[config.mk]
export PLATFORM = sky130hd
export DESIGN_NAME = instr_mem_loader
export DESIGN_NICKNAME = d
export VERILOG_FILES = /design/src/rtl/instr_mem_loader_pkg.sv /design/src/rtl/instr_mem_loader_encoder.sv /design/src/rtl/instr_mem_loader.sv
export SDC_FILE = /design/constraint.sdc
export NUM_CORES = 1
export LEC_CHECK = 0
export CORE_ASPECT_RATIO = 0.5
export CORE_MARGIN = 5
export CORE_UTILIZATION = 42
export CTS_BUF_LIST = sky130_fd_sc_hd__clkbuf_16
export CTS_CLUSTER_DIAMETER = 50
export CTS_CLUSTER_SIZE = 40
export DETAILED_ROUTE_END_ITERATION = 12
export GPL_TIMING_DRIVEN = 0
export PLACE_DENSITY = 0.71
export SYNTH_ARGS = -nofsm -noshare
export SYNTH_HDL_FRONTEND = slang
export SYNTH_HIERARCHICAL = 1
export SYNTH_SLANG_ARGS = --single-unit
[constraint.sdc]
create_clock -name clk -period 2.9 [get_ports clk]
set_input_delay 0.725 -clock clk [delete_from_list [all_inputs] [get_ports clk]]
set_output_delay 0.725 -clock clk [all_outputs]
set_load 0.02 [all_outputs]
[src/rtl/instr_mem_loader_pkg.sv]
// Shared encoding constants and field bundle types for the boot-time program loader.
// Opcode and funct3 values match the decode path so both sides agree on one table.
package instr_mem_loader_pkg;

   typedef enum logic [1:0] {
      CLS_R = 2'b00,
      CLS_I = 2'b01,
      CLS_B = 2'b10,
      CLS_J = 2'b11
   } instr_class_e;

   localparam logic [6:0] OPC_R   = 7'b0110011;
   localparam logic [6:0] OPC_I   = 7'b0010011;
   localparam logic [6:0] OPC_BR  = 7'b1100011;
   localparam logic [6:0] OPC_JAL = 7'b1101111;

   localparam logic [2:0] F3_ADD_SUB = 3'b000;
   localparam logic [2:0] F3_SLL     = 3'b001;
   localparam logic [2:0] F3_SRL_SRA = 3'b101;
   localparam logic [2:0] F3_BEQ     = 3'b000;

   localparam int IMM_W = 21;

   typedef struct packed {
      instr_class_e     cls;
      logic [4:0]       rd;
      logic [4:0]       rs1;
      logic [4:0]       rs2;
      logic [2:0]       funct3;
      logic             alt;
      logic [IMM_W-1:0] imm;
      logic             last;
   } fields_t;

   function automatic logic imm_in_range(input logic signed [IMM_W-1:0] v,
                                         input int lo, input int hi);
      return (int'(v) >= lo) && (int'(v) <= hi);
   endfunction

endpackage

[src/rtl/instr_mem_loader_encoder.sv]
// Combinational field bundle -> RV32I word, plus a flag for bundles the decoder cannot represent.
module instr_encoder
   import instr_mem_loader_pkg::*;
(
   input  fields_t     fld,
   output logic [31:0] word,
   output logic        illegal
);

   logic signed [IMM_W-1:0] simm;
   assign simm = fld.imm;

   always_comb begin
      word    = '0;
      illegal = 1'b0;
      case (fld.cls)
         CLS_R: begin
            word    = {1'b0, fld.alt, 5'b0, fld.rs2, fld.rs1, fld.funct3, fld.rd, OPC_R};
            // only ADD/SUB and SRL/SRA have an alternate form
            illegal = fld.alt && !((fld.funct3 == F3_ADD_SUB) || (fld.funct3 == F3_SRL_SRA));
         end
         CLS_I: begin
            word    = {fld.imm[11:0], fld.rs1, fld.funct3, fld.rd, OPC_I};
            illegal = !imm_in_range(simm, -2048, 2047) ||
                      (fld.funct3 == F3_SLL) || (fld.funct3 == F3_SRL_SRA);
         end
         CLS_B: begin
            word    = {fld.imm[12], fld.imm[10:5], fld.rs2, fld.rs1, fld.funct3,
                       fld.imm[4:1], fld.imm[11], OPC_BR};
            illegal = (fld.funct3 != F3_BEQ) || fld.imm[0] ||
                      !imm_in_range(simm, -4096, 4094);
         end
         CLS_J: begin
            word    = {fld.imm[20], fld.imm[10:1], fld.imm[11], fld.imm[19:12], fld.rd, OPC_JAL};
            illegal = fld.imm[0];
         end
         default: begin
            word    = '0;
            illegal = 1'b1;
         end
      endcase
   end

endmodule

[src/rtl/instr_mem_loader.sv]
// Boot loader: takes field bundles over valid/ready, encodes and writes them to imem word by word,
// holding the core in reset until the last instruction lands (done) or a bundle is rejected (err).
module instr_mem_loader
   import instr_mem_loader_pkg::*;
#(
   parameter int ADDR_W = 10
) (
   input  logic              clk,
   input  logic              rst,
   input  logic              start,
   input  logic              in_valid,
   output logic              in_ready,
   input  logic [1:0]        in_class,
   input  logic [4:0]        in_rd,
   input  logic [4:0]        in_rs1,
   input  logic [4:0]        in_rs2,
   input  logic [2:0]        in_funct3,
   input  logic              in_alt,
   input  logic [20:0]       in_imm,
   input  logic              in_last,
   output logic              imem_wr_en,
   output logic [ADDR_W-1:0] imem_addr,
   output logic [31:0]       imem_wr_data,
   output logic              cpu_hold,
   output logic              done,
   output logic              err
);

   typedef enum logic [2:0] {
      ST_IDLE,
      ST_ACCEPT,
      ST_ENCODE,
      ST_WRITE,
      ST_DONE,
      ST_ERR
   } state_e;

   localparam logic [ADDR_W-1:0] TOP_ADDR = {{(ADDR_W-2){1'b1}}, 2'b00};

   state_e            state;
   fields_t           fld;
   logic [ADDR_W-1:0] addr;
   logic              full;
   logic [31:0]       enc_word;
   logic              enc_illegal;

   assign imem_addr = addr;

   instr_encoder u_enc (
      .fld     (fld),
      .word    (enc_word),
      .illegal (enc_illegal)
   );

   always_ff @(posedge clk or posedge rst) begin
      if (rst) begin
         state        <= ST_IDLE;
         fld          <= '0;
         addr         <= '0;
         full         <= 1'b0;
         in_ready     <= 1'b0;
         imem_wr_en   <= 1'b0;
         imem_wr_data <= '0;
         cpu_hold     <= 1'b1;
         done         <= 1'b0;
         err          <= 1'b0;
      end else if (start) begin
         // restart wins over any bundle offered in the same cycle
         state      <= ST_ACCEPT;
         addr       <= '0;
         full       <= 1'b0;
         in_ready   <= 1'b1;
         imem_wr_en <= 1'b0;
         cpu_hold   <= 1'b1;
         done       <= 1'b0;
         err        <= 1'b0;
      end else begin
         case (state)
            ST_ACCEPT: begin
               if (in_valid && in_ready) begin
                  fld.cls    <= instr_class_e'(in_class);
                  fld.rd     <= in_rd;
                  fld.rs1    <= in_rs1;
                  fld.rs2    <= in_rs2;
                  fld.funct3 <= in_funct3;
                  fld.alt    <= in_alt;
                  fld.imm    <= in_imm;
                  fld.last   <= in_last;
                  in_ready   <= 1'b0;
                  state      <= ST_ENCODE;
               end
            end
            ST_ENCODE: begin
               // full means the previous write already used the top word
               if (enc_illegal || full) begin
                  err   <= 1'b1;
                  state <= ST_ERR;
               end else begin
                  imem_wr_data <= enc_word;
                  imem_wr_en   <= 1'b1;
                  state        <= ST_WRITE;
               end
            end
            ST_WRITE: begin
               imem_wr_en <= 1'b0;
               if (fld.last) begin
                  done     <= 1'b1;
                  cpu_hold <= 1'b0;
                  state    <= ST_DONE;
               end else begin
                  if (addr == TOP_ADDR) begin
                     full <= 1'b1;
                  end else begin
                     addr <= addr + ADDR_W'(4);
                  end
                  in_ready <= 1'b1;
                  state    <= ST_ACCEPT;
               end
            end
            default: begin
               // IDLE, DONE and ERR wait for start
               in_ready   <= 1'b0;
               imem_wr_en <= 1'b0;
            end
         endcase
      end
   end

endmodule
Yosys cells after proc, flatten, opt, wreduce, memory -nomap -nowiden
Cells that the tools add are included.
Word-level totals
  bits of input ports: 47
  word-level logic and storage cells: 102
  register bits after elaboration: 94
Operators by class
  reductions and logical operators: 31
  eq/ne operators: 16
  multiplexer cells: 31
  order comparisons: 4
  $add $sub $neg: 1
  bitwise logic cells: 2
Operator list (number)
  one-hot mux 32 bit (4 select lines): 1
  two-way mux 10 bit: 4
  greater-or-equal comparator 21 x 12 -> 1 bit (second input constant): 1
  greater-or-equal comparator 21 x 13 -> 1 bit (second input constant): 1
  less-or-equal comparator 21 x 12 -> 1 bit (second input constant): 1
  less-or-equal comparator 21 x 13 -> 1 bit (second input constant): 1
  two-way mux 1 bit: 18
  AND reduction 3 bit: 5
  two-way mux 3 bit: 4
  adder 10 x 3 -> 10 bit (second input constant): 1
  equality test 10 bit (second input constant): 1
  nonzero test 2 bit: 5
  != test 3 bit (second input constant): 3
  one-hot mux 3 bit (3 select lines): 1
  != test 2 bit (second input constant): 4
  AND reduction 2 bit: 4
  equality test 3 x 1 -> 1 bit (second input constant): 2
  equality test 3 x 2 -> 1 bit (second input constant): 2
  logical OR 1 bit: 6
  equality test 2 bit (second input constant): 2
  logical AND 1 bit: 4
  one-hot mux 1 bit (4 select lines): 1
  nonzero test 4 bit: 1
  equality test 3 bit (second input constant): 1
  8 further kinds: 11

Longest topological paths before layout
Gate-level depths: netlist (run 1).
  depth after elaboration: 10
  gate-level depth with buffers: 10
  depth with buffers taken out: 8

Cells and area by module
The synthesis (run 1) kept the hierarchy.
By module, submodules not included
  instr_mem_loader: instances 1, cells each 254, sequential area each 2303.5 um^2, area each 3883.7 um^2
  instr_encoder: instances 1, cells each 63, sequential area each 0.0 um^2, area each 465.4 um^2

Worst setup path after synthesis (run 1)
Ideal clock, no wire load.
  path type: register to register
  start point: register, netlist name fld[1]
  end point: register imem_wr_data[30]
  arrival: 1894 ps
  required time: 2772 ps
  path slack: 879 ps
  path buffers: 1
  cell stages (with the launch flop): 8
  path through: dfrtp_1 -> or4_1 -> o221ai_1 -> nand3_1 -> nor2_1 -> nand3_2 -> buf_2 -> mux2_1
Between the ends
  longest elaborated chain between the ends: 9
  elaborated cells between the ends (all ways): 16
Ends and longest elaborated chain
  greater-or-equal comparator 21 x 12 -> 1 bit / less-or-equal comparator 21 x 12 -> 1 bit (equally long branches): RTL line instr_mem_loader_pkg.sv:37  | return (int'(v) >= lo) && (int'(v) <= hi);
  logical AND 1 bit: RTL line instr_mem_loader_pkg.sv:37
  zero test 1 bit: RTL line instr_mem_loader_encoder.sv:24  | illegal = !imm_in_range(simm, -2048, 2047) ||
  logical OR 1 bit: RTL line instr_mem_loader_encoder.sv:24
  logical OR 1 bit: RTL line instr_mem_loader_encoder.sv:25  | (fld.funct3 == F3_SLL) || (fld.funct3 == F3_SRL_SRA);
  one-hot mux 1 bit (4 select lines) *: RTL line instr_mem_loader_encoder.sv:16  | case (fld.cls)
  named net enc_illegal: RTL line instr_mem_loader.sv:45  | logic enc_illegal;
  logical OR 1 bit *: RTL line instr_mem_loader.sv:95  | if (enc_illegal || full) begin
  inverter 1 bit (no line) *
  AND reduction 3 bit (no line) *
  end signal: assignment: RTL line instr_mem_loader.sv:99  | imem_wr_data <= enc_word;
  end: declaration: RTL line instr_mem_loader.sv:23  | output logic [31:0] imem_wr_data,
Mark *: on every way through the listed nets, which the timed path passes. The rest lies on a longest branch.
A chain may end at the register's enable or synchronous reset.

Final worst setup path (run 1)
  start point: register, netlist name fld[18]
  end point: register imem_wr_data[31]
Between the ends
  longest elaborated chain between the ends: 9
  elaborated cells between the ends (all ways): 15
Ends and longest elaborated chain (RTL line)
  greater-or-equal comparator 21 x 12 -> 1 bit / less-or-equal comparator 21 x 12 -> 1 bit (equally long branches): instr_mem_loader_pkg.sv:37
  logical AND 1 bit: instr_mem_loader_pkg.sv:37
  zero test 1 bit: instr_mem_loader_encoder.sv:24
  logical OR 1 bit: instr_mem_loader_encoder.sv:24
  logical OR 1 bit: instr_mem_loader_encoder.sv:25
  one-hot mux 1 bit (4 select lines) *: instr_mem_loader_encoder.sv:16
  named net enc_illegal: instr_mem_loader.sv:45
  logical OR 1 bit *: instr_mem_loader.sv:95
  inverter 1 bit (no line) *
  AND reduction 3 bit (no line) *
Marks and branches as above.

==> results of run 1 <==
==> worst paths after layout <==
path	startpoint	end	slack (ns)
max	fld[18]$_DFFE_PP0P_	imem_wr_data[31]$_DFFE_PP0P_	0.45
min	fld[39]$_DFFE_PP0P_	fld[39]$_DFFE_PP0P_	0.50
max reg2reg	fld[18]$_DFFE_PP0P_	imem_wr_data[31]$_DFFE_PP0P_	0.45
min reg2reg	fld[39]$_DFFE_PP0P_	fld[39]$_DFFE_PP0P_	0.50
max in group asynchronous	rst	imem_wr_data[15]$_DFFE_PP0P_	1.38
min in group asynchronous	rst	in_ready$_DFFE_PP0P_	0.71
==> sequential cells by signal, summed over array words and instances, names as in the netlist <==
signal        flops
cpu_hold          1
done              1
err               1
fld              43
full              1
imem_addr         8
imem_wr_data     32
imem_wr_en        1
in_ready          1
state             3
==> layer usage <==
metal	wire length, µm	part of all wire [%]	vias up	global-route usage (%)
met2	4540	49	47	26.1
met5	0	0	-	0
li1	-	-	1343	-
met1	4260	46	1431	20.1
met4	95	1.0	0	4.49
met3	403	4.3	9	3.74
==> logic make-up (layout without fill, tap and decap cells) <==
logic type | after synthesis | after routing
AOI/OAI and AO/OA | 37 | 37
buffers and inverters | 29 | 137
adders and majority gates | 1 | 1
DFF | 92 | 92
other | 2 | 4
and+or+nand+nor | 59 | 59
xor gates and xnor gates | 1 | 1
muxes | 96 | 96
==> report_power, final <==
group / switching [W] / internal (W)
Clock: 0.000462 / 0.000833
Combinational: 0.000865 / 0.00126
Sequential: 0.000381 / 0.00180
Total: 0.00171 / 0.00389
==> cell usage in the layout (no fill, tap or decap), drive strengths merged, types with 2 or more instances in the layout <==
master / synthesis / layout
nand3: 6 / 6
conb: 2 / 4
nand4: 3 / 3
a211oi: 5 / 5
bufinv: 0 / 3
o21ai: 5 / 5
nor2b: 6 / 6
nor2: 7 / 7
nand2: 10 / 10
and4: 2 / 2
o211ai: 2 / 2
nand2b: 5 / 5
mux2: 93 / 93
a21oi: 10 / 10
inv: 10 / 11
nor4: 3 / 3
nor3: 5 / 5
clkinv: 0 / 2
clkbuf: 3 / 12
buf: 16 / 18
nand3b: 2 / 2
a21o: 2 / 2
a41oi: 2 / 2
and2b: 2 / 2
a31oi: 4 / 4
mux2i: 3 / 3
and3: 4 / 4
clkdlybuf4s50: 0 / 90
dfrtp: 91 / 91
==> area by class of cell <==
cell class,count,area share [%]
plain buffers,19,2.37
clock buffers,9,3.88
clock inverters,7,1.85
inverters,10,0.711
multi-input cells,198,32.3
flip-flops and latches,92,39.7
well taps,140,3.02
repair buffers,92,16.2
==> worst reg2reg max path, cell delays in order, from the launching register on <==
cell      delay, ns
dfrtp_1        0.42
nor4_1         0.42
a31oi_1        0.15
o221ai_1       0.18
nand3_1        0.19
nor2_1         0.20
nand3_2        0.16
buf_2          0.26
mux2_1         0.35
==> metrics by stage <==
stage / total power [W] / setup slack, ns / utilization, % / area [µm²]
final: 0.00560 / 0.449 / 57.2 / 5810
after global routing: 0.00592 / 0.279 / 57.2 / 5810
after CTS: 0.00566 / 0.445 / 57.2 / 5810
after detailed placement: 0.00433 / 0.485 / 54.0 / 5480
after global placement: 0.00428 / 0.0558 / 53.6 / 5440
after floorplan: 0.00354 / 0.879 / - / 4360
==> impl_metrics.yaml, run 1 <==
place:
  gp_congestion: 0.780
  port_buffers: 90
  dp_cells: 551
  dp_hpwl_mm: 6.72
hold_path:
  worstHoldPathCells: 1
  hp-class: "register to register"
floorplanning:
  die_w_um: 154
  start_util_pct: 42.9
  coreArea_um2: 10100
  die_h_um: 82.0
  dieArea_um2: 12600
  row_count: 26
  pin_count: 94
setup_path:
  path_cells: "nor4_1, a31oi_1, o221ai_1, nand3_1, nor2_1, nand3_2, buf_2, mux2_1"
  cp-start-kind: "register"
  crit_type: "register to register"
  cp_slowest_cell: "dfrtp_1"
  rr_worst_depth: 8
  cp.depth: 8
  crit_arrival_ns: 2.66
  path_max_fanout: 10
  crit_required_ns: 3.11
  cp-end-kind: "register"
  crit_buf_inv: 1
  cp_top_family: "simple AND/OR/NAND/NOR gates"
  slowest_delay_ns: 0.42
synthesis:
  synth_area_um2: 4350
  synth_top_family_by_area: "multiplexers"
  synth_common_cells: "dfrtp_1, mux2_4, mux2_2, mux2_1"
  synthXorXnorAreaFrac_pct: 0.201
  yosys.area_share.simple_pct: 8.54
  yosysMostFrequentCell: "dfrtp_1"
  avgSynthCellArea_um2: 13.7
  yosysUniqueCellTypes: 51
  ys.flop_type: "dfrtp_1"
  synth_compound_area_share_pct: 5.58
  yosysTopAreaCell: "dfrtp_1"
  netlist_instances: 317
  synthMuxAreaShare_pct: 28.2
  synth.ff_latch_count: 92
  synth_edf_count: 0
  yosys_warnings: 6
  synth_top_area_share_pct: 52.4
  yosysSeqAreaShare_pct: 53.0
  synthAdderAreaFrac_pct: 0.288
  ys_top_cells_by_area: "dfrtp_1, mux2_4, mux2_2, mux2_1, buf_6"
  async_flop_share_pct: 100
timing:
  hold_violations: 0
  fmax_mhz: 408
  period_needed_ns: 2.45
  finalCritPeriodShare_pct: 84.5
  rsz0062_at_grt: "no"
  fin_setup_tns_ns: 0
  maxSlewViolCount: 0
  setup_viol: 0
  skew_ns: 0.00770
  fin_hold_ws_ns: 0.502
cells_and_area:
  final-seq-area_um2: 2300
  final_nets: 470
  diodes: 0
  syn2layout_area_growth_pct: 33.6
  final_cells: 567
  multi_input_area_um2: 1880
  num-fill-cells: 835
  drive_above_1_share_pct: 28.1
cts:
  clock-sinks: 92
  cts.path.max_buffers: 2
  holdBufCountCts: 0
  cts_tree: "yes"
  path_clk_slew_ns: 0.06
  cts_root_buf: "clkbuf_16"
  cts_resized: 0
  h-tree-depth: 3
  numCtsBuffers: 9
  clock_latency_ns: 0.34
  postCtsSetupRepairBufs: 0
pwr:
  p_leak_nw: 2.66
  power.density_cell_area_nw_per_um2: 964
  ir_worst_vdd_uv: 424
grt:
  grt_antenna_before_repair: 0
  grt_pass1_vias: 2959
  grt_overflow_total: 0
  grt_pass1_wl_mm: 15.3
  grt_max_degree: 42
  track_usage_pct: 15.4
route:
  wl_per_cell_um: 16.4
  first_iter_violations: 58
  routed_via_density: 4.99
  firstDrtPassIters: 4
  wl_mm: 9.31
  drcViolationCount: 0
  ant_nets: 0
  vias: 2830
job:
  maxCapViolCount: 0
run_status:
  status: "complete, no violations"
Note: power is estimated with default switching activity, not from simulation.
==> run 2, diff against run 1 <==
==> constraint.sdc (replaced) <==
create_clock -name clk -period 2 [get_ports clk]
set_input_delay 0.5 -clock clk [delete_from_list [all_inputs] [get_ports clk]]
set_output_delay 0.5 -clock clk [all_outputs]
set_load 0.02 [all_outputs]
==> run 2 against run 1 <==
Compared with the run above:
- the run now ends with negative setup slack left
- clock power grew 17%
- via count grew 2.1%
- setup slack lost 0.57 ns
- worst hold slack lost 0.0033 ns
- count of clock-buffer cells in the layout is the same
- combinational power grew 56%
- critical path depth is the same
- non-clock buffer count grew 8
- sequential share of layout area shrank 0.48 points
- first-iteration DRC count grew 100%
- die area is the same
- sequential cell count is the same
- critical path type unchanged
- largest power group is now combinational logic
==> impl_metrics.yaml, run 2 (same netlist as run 1, synthesis figures left out) <==
run_status:
  status: "complete, but fails checks"
  violations: "negative setup slack"
cts:
  cts.path.max_buffers: 2
  numCtsBuffers: 9
  clock-sinks: 92
  cts_tree: "yes"
  clock_latency_ns: 0.34
  path_clk_slew_ns: 0.07
  cts_root_buf: "clkbuf_16"
  h-tree-depth: 3
cells_and_area:
  largest_register: "fld"
  syn2layout_area_growth_pct: 35.4
  largest_register_ff_count: 43
  final_cells: 575
  drive_above_1_share_pct: 31.5
  fin_area_um2: 5890
  final_cell_mix: "dfrtp_1, clkdlybuf4s50_1, mux2_4"
  diodes: 0
  final_nets: 478
timing:
  fmax_mhz: 471
  period_needed_ns: 2.12
  finalCritPeriodShare_pct: 106
  max_slew_margin_pct: 65.3
  skew_ns: 0.00726
  maxSlewViolCount: 0
  fin_hold_ws_ns: 0.498
  tightest_slew_ns: 0.519
  setup_viol: 30
  setup_ws_ns: -0.121
  fin_setup_tns_ns: -2.03
  rsz0062_at_grt: "yes"
  hold_violations: 0
setup_path:
  path_max_fanout: 10
  cp-start-kind: "register"
  crit_type: "register to register"
  crit_arrival_ns: 2.34
  cp-end-kind: "register"
  crit_required_ns: 2.21
floorplanning:
  die_w_um: 154
  pin_count: 94
  die_h_um: 82.0
  row_count: 26
  dieArea_um2: 12600
  coreArea_um2: 10100
  start_util_pct: 42.9
route:
  wl_per_cell_um: 16.8
  routed_via_density: 5.03
  first_iter_violations: 116
  ant_nets: 0
  drcViolationCount: 0
  vias: 2890
  wl_mm: 9.67
  firstDrtPassIters: 4
grt:
  track_usage_pct: 15.9
  grt_pass1_vias: 3053
  grt_antenna_before_repair: 0
  grt_max_degree: 43
  grt_overflow_total: 0
  grt_pass1_wl_mm: 15.7
job:
  maxCapViolCount: 0
pwr:
  power.density_cell_area_nw_per_um2: 1360
  switching_share_pct: 32.5
  p_switching_w: 0.00260
  ir_worst_vdd_uv: 656
  p_seq_share_pct: 39.6
  p_leak_nw: 2.72
  clkPwrFrac_pct: 18.9
  p_comb_share_pct: 41.5
  p_int_w: 0.00540
place:
  gp_congestion: 0.764
  placed_area_um2: 5480
  dp_cells: 551
  dpl_worst_slack_ns: -0.397
  dp_hpwl_mm: 6.84
  port_buffers: 90
hold_path:
  hp-class: "primary input to register"
==> run 2: timing repair <==
action | in CTS | in global routing
hold buffers | 0 | 0
pin swaps | 3 | 4
setup buffers | 8 | 0
endpoints found under the setup margin | 32 | 35
gates resized for setup | 16 | 7
==> run 2: path summary, 6_finish.rpt <==
check                                     from  slack, ns  cells past startpoint                      endpoint
min reg2reg                fld[38]$_DFFE_PP0P_       0.50                      1           fld[38]$_DFFE_PP0P_
min in group asynchronous                  rst       0.55                      2              done$_DFFE_PP0P_
max in group asynchronous                  rst       0.64                      4   imem_wr_data[1]$_DFFE_PP0P_
max reg2reg                fld[18]$_DFFE_PP0P_      -0.12                      8  imem_wr_data[30]$_DFFE_PP0P_
max                        fld[18]$_DFFE_PP0P_      -0.12                      8  imem_wr_data[30]$_DFFE_PP0P_
min                                      start       0.50                      2      imem_addr[8]$_DFFE_PP0P_
==> run 2: routing by layer <==
| metal | GRT usage, % | vias to the layer above | wire length (µm) |
|---|---|---|---|
| li1 | - | 1366 | - |
| met1 | 20.6 | 1461 | 4580 |
| met2 | 26.8 | 48 | 4620 |
| met3 | 4.21 | 15 | 330 |
| met4 | 4.76 | 0 | 140 |
| met5 | 0 | - | 0 |
==> run 2: metrics by stage <==
stage	total power, W	utilization (%)
finish	0.00799	58.0
detailed placement	0.00628	54.0
global route	0.00846	58.0
floorplan	0.00514	-
global placement	0.00621	53.6
CTS	0.00803	57.8
==> run 2: area by class of cell <==
class                      instances  area [µm²]
timing repair buffer             100        1010
tap                              140         175
clock inverter                     7        36.3
fill                             843        4260
inverter                          10        41.3
sequential                        92        2310
multi-input combinational        198        1930
clock buffer                       9         225
buffer                            19         165
==> run 2: power by group through the flow <==
stage,combinational (W),sequential [W],clock [W]
final,0.00331,0.00317,0.00151
after global routing,0.00354,0.00328,0.00164
after CTS,0.00334,0.00314,0.00156
after detailed placement,0.00310,0.00318,0
after global placement,0.00305,0.00316,0
after floorplan,0.00173,0.00340,0
==> run 2: critical path, stage by stage (launching register included) <==
cell and delay (ns):
dfrtp_1 0.43, nor4_4 0.32, a31oi_1 0.15, o221ai_2 0.19, nand3_2 0.16, nor2_4 0.14, nand3_4 0.11, buf_6 0.18
mux2_1 0.32
